[src/rtl/mem_access_unit.sv]
// Single-outstanding load/store unit: aligns/validates the ALU address, runs a
// req/ready handshake with a timeout, and reports completion or fault to the core.
module mem_access_unit #(
  parameter int TIMEOUT = 16
) (
  input  logic        clk,
  input  logic        reset_n,
  input  logic        ls_valid,
  input  logic        ls_write,
  input  logic [31:0] ls_addr,
  input  logic        ls_addr_ovf,
  input  logic [31:0] ls_wdata,
  output logic        ls_busy,
  output logic        ls_done,
  output logic        ls_fault,
  output logic [31:0] ls_rdata,
  output logic        mem_req,
  output logic        mem_we,
  output logic [31:0] mem_addr,
  output logic [31:0] mem_wdata,
  input  logic        mem_ready,
  input  logic [31:0] mem_rdata
);

  typedef enum logic [1:0] {IDLE, REQ, DONE, FAULT} state_t;

  localparam logic [7:0] TO_LAST = 8'(TIMEOUT - 1);

  state_t      state;
  logic        we_q;
  logic [31:0] addr_q;
  logic [31:0] wdata_q;
  logic [31:0] rdata_q;
  logic [7:0]  cnt;

  always_ff @(posedge clk or negedge reset_n) begin
    if (!reset_n) begin
      state   <= IDLE;
      we_q    <= 1'b0;
      addr_q  <= '0;
      wdata_q <= '0;
      rdata_q <= '0;
      cnt     <= '0;
    end else begin
      case (state)
        IDLE: if (ls_valid) begin
          we_q    <= ls_write;
          addr_q  <= {ls_addr[31:2], 2'b00};
          wdata_q <= ls_wdata;
          cnt     <= '0;
          // Bad addresses never reach the memory bus.
          state   <= (ls_addr[1:0] != 2'b00 || ls_addr_ovf) ? FAULT : REQ;
        end
        REQ: begin
          // A ready arriving in the last allowed cycle still completes normally.
          if (mem_ready) begin
            if (!we_q) rdata_q <= mem_rdata;
            state <= DONE;
          end else if (cnt == TO_LAST) begin
            state <= FAULT;
          end else begin
            cnt <= cnt + 8'd1;
          end
        end
        DONE:    state <= IDLE;
        FAULT:   state <= IDLE;
        default: state <= IDLE;
      endcase
    end
  end

  // Outputs decode the registered state only, so reset drops them asynchronously.
  assign mem_req   = (state == REQ);
  assign mem_we    = (state == REQ) && we_q;
  assign mem_addr  = addr_q;
  assign mem_wdata = wdata_q;
  assign ls_busy   = (state != IDLE);
  assign ls_done   = (state == DONE) || (state == FAULT);
  assign ls_fault  = (state == FAULT);
  assign ls_rdata  = rdata_q;

endmodule

[config.mk]
export PLATFORM = sky130hd
export DESIGN_NAME = mem_access_unit
export DESIGN_NICKNAME = d
export VERILOG_FILES = /design/src/rtl/mem_access_unit.sv
export SDC_FILE = /design/constraint.sdc
export NUM_CORES = 1
export LEC_CHECK = 0
export BUFFER_PORTS_ARGS = -buffer_cell sky130_fd_sc_hd__buf_2
export CAP_MARGIN = 25
export CORE_ASPECT_RATIO = 0.5
export CORE_MARGIN = 3
export CORE_UTILIZATION = 30
export DETAILED_ROUTE_END_ITERATION = 7
export GPL_ROUTABILITY_DRIVEN = 0
export GPL_TIMING_DRIVEN = 0
export PLACE_DENSITY_LB_ADDON = 0.1
export RECOVER_POWER = 100
export SETUP_SLACK_MARGIN = 0.5
export SKIP_CTS_REPAIR_TIMING = 1
export SLEW_MARGIN = 15
export SYNTH_ARGS = -nofsm -noshare
export SYNTH_HDL_FRONTEND = slang
export SYNTH_SLANG_ARGS = --single-unit
[constraint.sdc]
create_clock -name clk -period 2.2 [get_ports clk]
set_clock_uncertainty 0.1 [all_clocks]
set_input_delay 0.11 -clock clk [delete_from_list [all_inputs] [get_ports clk]]
set_output_delay 0.11 -clock clk [all_outputs]
set_load 0.1 [all_outputs]
## Word-level counts from Yosys, hierarchy flattened

Cells that the tools add are included.

- Add/subtract/negate cells: 1
- Equal/unequal tests: 8
- Mux-type cells: 9
- Bitwise gates (word level): 1
- Reductions and logical operators: 12

Operators by type and width:

| kind | count |
|---|---|
| $mux 8 | 3 |
| $pmux 8 s2 | 1 |
| $add 8x1->8 const B | 1 |
| $eq 8x4->1 const B | 1 |
| $mux 2 | 4 |
| $ne 2x2->1 const B | 3 |
| $pmux 2 s3 | 1 |
| $reduce_bool 2->1 | 3 |
| $eq 2x2->1 const B | 2 |
| $reduce_and 2->1 | 2 |
| $reduce_and 4->1 | 1 |
| $ne 3x1->1 const B | 1 |
| $reduce_and 3->1 | 1 |
| $eq 2x1->1 const B | 1 |
| $logic_not 2->1 | 1 |
| $logic_or 1x1->1 | 2 |
| $reduce_or 2->1 | 1 |
| $logic_and 1x1->1 | 1 |
| $not 1->1 | 1 |

- Register bits after elaboration: 105
- Output and inout port bits: 101

## Longest topological paths before layout

Gate-level depths: netlist of the first run.

- Depth after elaboration: 5
- Gate-level depth with buffers: 6
- Depth with buffers taken out: 5

## Worst setup path after synthesis of the first run

No wires, ideal clock.

- Kind: reg2out
- Start: reg state[1]
- End: out mem_we
- Arrival: 2166 ps
- Data required time: 1990 ps
- Path slack: -176 ps
- Stages on the path, launching flop included: 5
- Buffers on the path: 1
- Path through: dfrtp_1 > nand2b_1 > buf_2 > inv_1 > and2_1

- Longest elaborated chain between the ends: 2

Ends and longest elaborated chain:

| item | RTL line | text |
|---|---|---|
| start: declaration | 29 | `state_t state;` |
| start signal: assignment | 52 | `state <= (ls_addr[1:0] != 2'b00 \|\| ls_addr_ovf) ? FAULT : REQ;` |
| $eq 2x1->1 | - |  |
| named net mem_req | 17 | `output logic mem_req,` |
| $logic_and 1x1->1 | 74 | `assign mem_we = (state == REQ) && we_q;` |
| end: declaration | 18 | `output logic mem_we,` |

The timed path passes the listed nets, and every way through them passes these cells.

## Final worst setup path of the first run

- Start: reg state[1]
- End: reg wdata_q[10] (netlist: mem_wdata[10])

- Longest elaborated chain between the ends: 2

Ends and longest elaborated chain:

| item | RTL line | text |
|---|---|---|
| $logic_not 2->1 | 45 | `case (state)` |
| $reduce_and 2->1 (no line) | - |  |
| end signal: assignment | 49 | `wdata_q <= ls_wdata;` |
| end: declaration | 32 | `logic [31:0] wdata_q;` |

Every way passes these cells.
A chain may end at the register's enable or synchronous reset.

==> metrics.md, run 1 <==
| Metric | Value |
|---|---|
| IO Count | 203 |
| Commonest non-fill, non-tap cells in the layout | dfrtp_1 (105), buf_2 (100), clkbuf_1 (97), dlygate4sd3_1 (97), mux2_2 (57) |
| Global-route wire length before repair | approximately 15000 µm |
| Worst path max stage delay | 0.42 ns |
| All-layer global routing usage | 0.120 |
| TritonCTS clock tree | yes |
| Reg-to-reg startpoint | state[1]$_DFFE_PN0P_ |
| Final Hold Viols | 0 |
| CTS HTree Levels | 3 |
| Maximum number of pins on one net before global-route repair | 74 |
| Number of buffers created by CTS | 9 |
| RSZ-0062 raised after global routing | yes |
| Routed Antenna Nets | 0 |
| Worst Hold End | cnt[0]$_DFFE_PN0P_ |
| Core region area | 0.0131 mm² |
| Crit share post-route | 0.866 |
| Synth area leaders | dfrtp_1 (63%), mux2_2 (25%), buf_4 (1.4%) |
| Met1 usage | 0.148 |
| Share of post-route cells with drive strength above 1 | 0.383 |
| Setup crit end kind | flip-flop |
| Initial Util | 0.317 |
| Ys Warns | 0 |
| Detailed Route Iter0 Violations | 112 |
| Cell total after placement | ~660 |
| Area of the multi-input gates | 0.00148 mm² |
| Cells after synthesis | 267 |
| Grt met3 use | 0.0389 |
| Storage cell area | 0.00263 mm² |
| Clk pin slew, worst setup/hold paths | 0.07 ns |
| FP Rows | 29 |
| Post-synth top area share | 0.633 |
| Vias per cell | between 4 and 5 |
| Crit Path Max Fanout | 10 |
| Total Nets Final | around 700 |
| Maximum clock frequency | 0.525 GHz |
| Startpoint types | flip-flop |
| Synth Cell Area | roughly 0.0041 mm² |
| CP Data Arrival Time | between 2 and 2.5 ns |
| Min Hold Slack | 0.0413 ns |
| Max cap viols | 0 |
| Final worst path period need | 1.91 ns |
| Cells along the critical path | or2_0 -> nor2_4 -> buf_12 -> clkbuf_2 -> mux2_2 |
| Total number of vias | 3390 |
| FF-to-FF setup slack | 0.29 ns |
| Final Setup Violations | 0 |
| Critical path class | flip-flop to flip-flop |
| Post-DP HPWL | 7180 µm |
| Worst hold path type | input port to flip-flop |
| Avg Synthesized Cell Area | around 16 µm² |
| # port buffers | 200 |
| FF-to-FF path depth | 5 |
| Final Util | 0.528 |
| Fin. max-slew vios | 0 |
| Die width | around 170 µm |
| Area Overhead vs Synth | 66.7% |
| Register area share after synthesis | 0.633 |
| M2 GR Usage | 0.209 |
| WL/cell | around 14 µm |
| Hold path cells | 3 |
| Inserted Diodes | 0 |
| Non-filler cells, final | 786 |
| Required time worst endpoint | 2.31 ns |
| Die area | 0.0154 mm² |
| Initial antenna violation count | 1 |
| Final WL | 11300 µm |
| Clock Tree Root | clkbuf_16 |
| Maximum root-to-sink buffer count | 2 |
| Most common cell after layout, fill and taps aside | dfrtp_1 |
| Hold_sp | mem_ready |
| Seq cells post-synth | 105 |
| Clk sinks | 105 |
| Dominant cell type by area after synthesis | dfrtp_1 |
| Worst-Skew Late Latency | 0.34 ns |
| DR pass1 iterations | 4 |
| Busiest layer in global routing | met2 |
| Detailed-route DRC error count | 0 |
| Worst reg2reg path endpoint | mem_wdata[10]$_DFFE_PN0P_ |
| Die Ht | 89.2 µm |
| Worst slew pin tran | 1.21 ns |
| Fill cells | approximately 1200 |
| Critical-path top delay cell | dfrtp_1 |
| Grt total ovfl | 0 |
| Max_slew headroom | 0.194 |
| Status | complete, no violations |
| Vias in the first global route | 2809 |
| Library cells used by synthesis | 35 |
[cell usage after synthesis (all sizes together)]
master,number
conb,1
a31oi,1
nor2,4
mux2,95
or3,1
ha,1
nor4,2
a21oi,3
a22o,3
a211oi,1
nand4,1
nand3,5
o21ai,6
a211o,1
inv,4
nand2b,3
nand2,2
nor2b,1
and2,4
nor3b,1
a21bo,1
mux2i,1
dfrtp,105
o211ai,1
nor3,2
buf,12
a21o,1
and3,2
or2,1
clkbuf,1
[state kept, by name, summed over array words and instances, names as in the netlist]
| name | count |
|---|---|
| cnt | 8 |
| ls_rdata | 32 |
| mem_addr | 30 |
| mem_wdata | 32 |
| state | 2 |
| we_q | 1 |
[cell type report]
type,instances,share of cell area
tap,186,0.0337
buffer,13,0.0223
clock inverter,5,0.00579
clock buffer,11,0.0351
multi-input combinational,146,0.213
inverter,4,0.00271
sequential,105,0.380
timing repair buffer,316,0.307
[per-stage QoR]
stage / cell area [µm²] / setup slack [ns] / TNS (ns)
after floorplan: 4170 / 0.449 / 0
after global placement: 5400 / -0.462 / -47.47
after detailed placement: 5440 / 0.210 / 0
after CTS: 5720 / 0.218 / 0
after global routing: 6920 / 0.207 / 0
final: 6920 / 0.295 / 0
[worst max-delay path by stage]
stage | startpoint | to | slack [ns] | cells past startpoint
after floorplan | state[1]$_DFFE_PN0P_ | cnt[6]$_DFFE_PN0P_ | 0.45 | 6
after global placement | reset_n | ls_rdata[9]$_DFFE_PN0P_ | -0.46 | 1
after detailed placement | cnt[0]$_DFFE_PN0P_ | cnt[7]$_DFFE_PN0P_ | 0.21 | 5
after CTS | cnt[0]$_DFFE_PN0P_ | cnt[7]$_DFFE_PN0P_ | 0.22 | 5
after global routing | cnt[0]$_DFFE_PN0P_ | cnt[1]$_DFFE_PN0P_ | 0.21 | 6
final | state[1]$_DFFE_PN0P_ | mem_wdata[10]$_DFFE_PN0P_ | 0.29 | 5
[worst max-delay path: cells and delay by family, from the launching register on]
kind          cells  cell delay, ns
buf+inv           2            0.40
mux               1            0.38
flops             1            0.42
simple gates      2            0.48
[per-layer routing]
| layer | vias up | part of all wire | wire [µm] |
|---|---|---|---|
| met5 | - | 0.0012 | 13 |
| met4 | 2 | 0.011 | 123 |
| met3 | 13 | 0.052 | 582 |
| met2 | 94 | 0.52 | 5900 |
| met1 | 1677 | 0.41 | 4650 |
| li1 | 1604 | - | - |
[logic make-up after synthesis]
group / count (synthesis) / share of synthesized area
flip-flops: 105 / 0.633
multiplexers: 96 / 0.260
AND/OR/NAND/NOR: 29 / 0.0443
AO/OA/AOI/OAI: 18 / 0.0299
buffers and inverters: 17 / 0.0283
adder cells (fa/ha/maj): 1 / 0.00302
other: 1 / 0.000904
Power of run 1 is left out: the tool's default activity adds up to more than one toggle a clock period on the data nets, which glitch-free logic cannot reach.
==> inputs of run 2 (changes only) <==
--- a/config.mk
+++ b/config.mk
@@ -7,7 +7,7 @@
 export LEC_CHECK = 0
 export BUFFER_PORTS_ARGS = -buffer_cell sky130_fd_sc_hd__buf_2
 export CAP_MARGIN = 25
-export CORE_ASPECT_RATIO = 0.5
+export CORE_ASPECT_RATIO = 1.2
 export CORE_MARGIN = 3
 export CORE_UTILIZATION = 30
 export DETAILED_ROUTE_END_ITERATION = 7
==> run 2 against run 1 <==
Core utilization decreased by 0.92 points. Final cell count is 2.2% lower. Sequential share of layout area about the same. Worst hold slack better by 0.0092 ns.
==> metrics.md, run 2 (synthesis gave the netlist of run 1 again) <==
| Metric | Value |
|---|---|
| CTS HTree Levels | 3 |
| Startpoint types | flip-flop |
| RSZ-0062 raised after global routing | yes |
| Die Ht | 135 µm |
| Commonest non-fill, non-tap cells in the layout | dfrtp_1 (103), buf_2 (100), clkbuf_1 (98) |
| TritonCTS clock tree | yes |
| Detailed-route DRC error count | 0 |
| FF-to-FF path depth | 5 |
| Most common cell after layout, fill and taps aside | dfrtp_1 |
| Crit share post-route | 0.863 |
| Final Hold Viols | 0 |
| Reg-to-reg startpoint | cnt[0]$_DFFE_PN0P_ |
| Core region area | around 0.013 mm² |
| Status | complete, no violations |
| Routed Antenna Nets | 0 |
| Grt total ovfl | 0 |
| Worst reg2reg path endpoint | cnt[4]$_DFFE_PN0P_ |
| Initial Util | 0.311 |
| Total number of vias | 3355 |
| Worst slew pin tran | 1.24 ns |
| IO Count | 203 |
| Maximum clock frequency | around 0.53 GHz |
| Storage cell area | approximately 0.0026 mm² |
| Max_slew headroom | 0.178 |
| Detailed Route Iter0 Violations | 82 |
| Share of post-route cells with drive strength above 1 | 0.396 |
| All-layer global routing usage | 0.134 |
| Required time worst endpoint | 2.39 ns |
| Clk sinks | 105 |
| Final WL | 11300 µm |
| Fill cells | ~1200 |
| Maximum number of pins on one net before global-route repair | 61 |
| Min Hold Slack | slightly above 0.05 ns |
| CP Data Arrival Time | between 2 and 2.5 ns |
| Area Overhead vs Synth | 66.9% |
| Hold path cells | 3 |
| Worst Hold End | cnt[0]$_DFFE_PN0P_ |
| Number of buffers created by CTS | 9 |
| Worst hold path type | input port to flip-flop |
| Clock Tree Root | clkbuf_16 |
| # port buffers | 200 |
| Setup crit end kind | flip-flop |
| Maximum root-to-sink buffer count | 2 |
| Post-DP HPWL | 7580 µm |
| DR pass1 iterations | 4 |
| Total Nets Final | between 600 and 700 |
| Inserted Diodes | 0 |
| WL/cell | about 15 µm |
| Die width | 113 µm |
| FP Rows | 46 |
| Area of the multi-input gates | about 0.0015 mm² |
| Critical path class | flip-flop to flip-flop |
| Clk pin slew, worst setup/hold paths | 0.07 ns |
| FF-to-FF setup slack | between 0.3 and 0.4 ns |
| Initial antenna violation count | 0 |
| Final Setup Violations | 0 |
| Crit Path Max Fanout | 8 |
| Die area | approximately 0.015 mm² |
| Vias per cell | 4.36 |
| Vias in the first global route | around 3100 |
| Worst-Skew Late Latency | around 0.35 ns |
| Fin. max-slew vios | 0 |
| Final worst path period need | 1.90 ns |
| Global-route wire length before repair | 15900 µm |
| Hold_sp | mem_ready |
| Max cap viols | 0 |
-- run 2: final cells by class --
class                   count  area share
well taps                 168      0.0303
clock buffers              13      0.0390
multi-input cells         146       0.210
plain buffers              13      0.0282
flip-flops and latches    105       0.380
inverters                   4     0.00271
clock inverters             3     0.00668
repair buffers            317       0.303
-- run 2: worst max path at each step --
| stage | from | end | slack (ns) | depth (start not counted) |
|---|---|---|---|---|
| 4_1_cts | cnt[0]$_DFFE_PN0P_ | cnt[7]$_DFFE_PN0P_ | 0.22 | 5 |
| 3_5_place_dp | cnt[0]$_DFFE_PN0P_ | cnt[7]$_DFFE_PN0P_ | 0.22 | 5 |
| 5_1_grt | cnt[0]$_DFFE_PN0P_ | cnt[4]$_DFFE_PN0P_ | 0.19 | 5 |
| 3_3_place_gp | reset_n | ls_rdata[13]$_DFFE_PN0P_ | -0.33 | 1 |
| 6_report | cnt[0]$_DFFE_PN0P_ | cnt[4]$_DFFE_PN0P_ | 0.30 | 5 |
| 2_1_floorplan | state[1]$_DFFE_PN0P_ | cnt[6]$_DFFE_PN0P_ | 0.45 | 6 |
-- run 2: stage by stage --
| step | instance area (µm²) | TNS, ns | worst slack (ns) | instances | util |
|---|---|---|---|---|---|
| floorplan | 4170 | 0 | 0.449 | 268 | - |
| global placement | 5380 | -33.47 | -0.328 | 636 | 0.403 |
| detailed placement | 5410 | 0 | 0.224 | 637 | 0.405 |
| CTS | 5730 | 0 | 0.218 | 653 | 0.429 |
| global route | 6930 | 0 | 0.191 | 769 | 0.519 |
| finish | 6930 | 0 | 0.301 | 769 | 0.519 |
-- run 2: per-layer routing --
| layer | part of all wire | global-route usage |
|---|---|---|
| met2 | 0.54 | 0.230 |
| met3 | 0.053 | 0.0359 |
| met5 | 0 | 0 |
| met4 | 0.022 | 0.0695 |
| met1 | 0.39 | 0.154 |
-- run 2: worst max-delay path, cell delays in order (launching register included) --
cell      delay [ns]
dfrtp_1         0.41
ha_1            0.24
and3_4          0.21
a211oi_2        0.50
clkbuf_4        0.25
a22o_1          0.12
Power of run 2 is left out for the same reason.
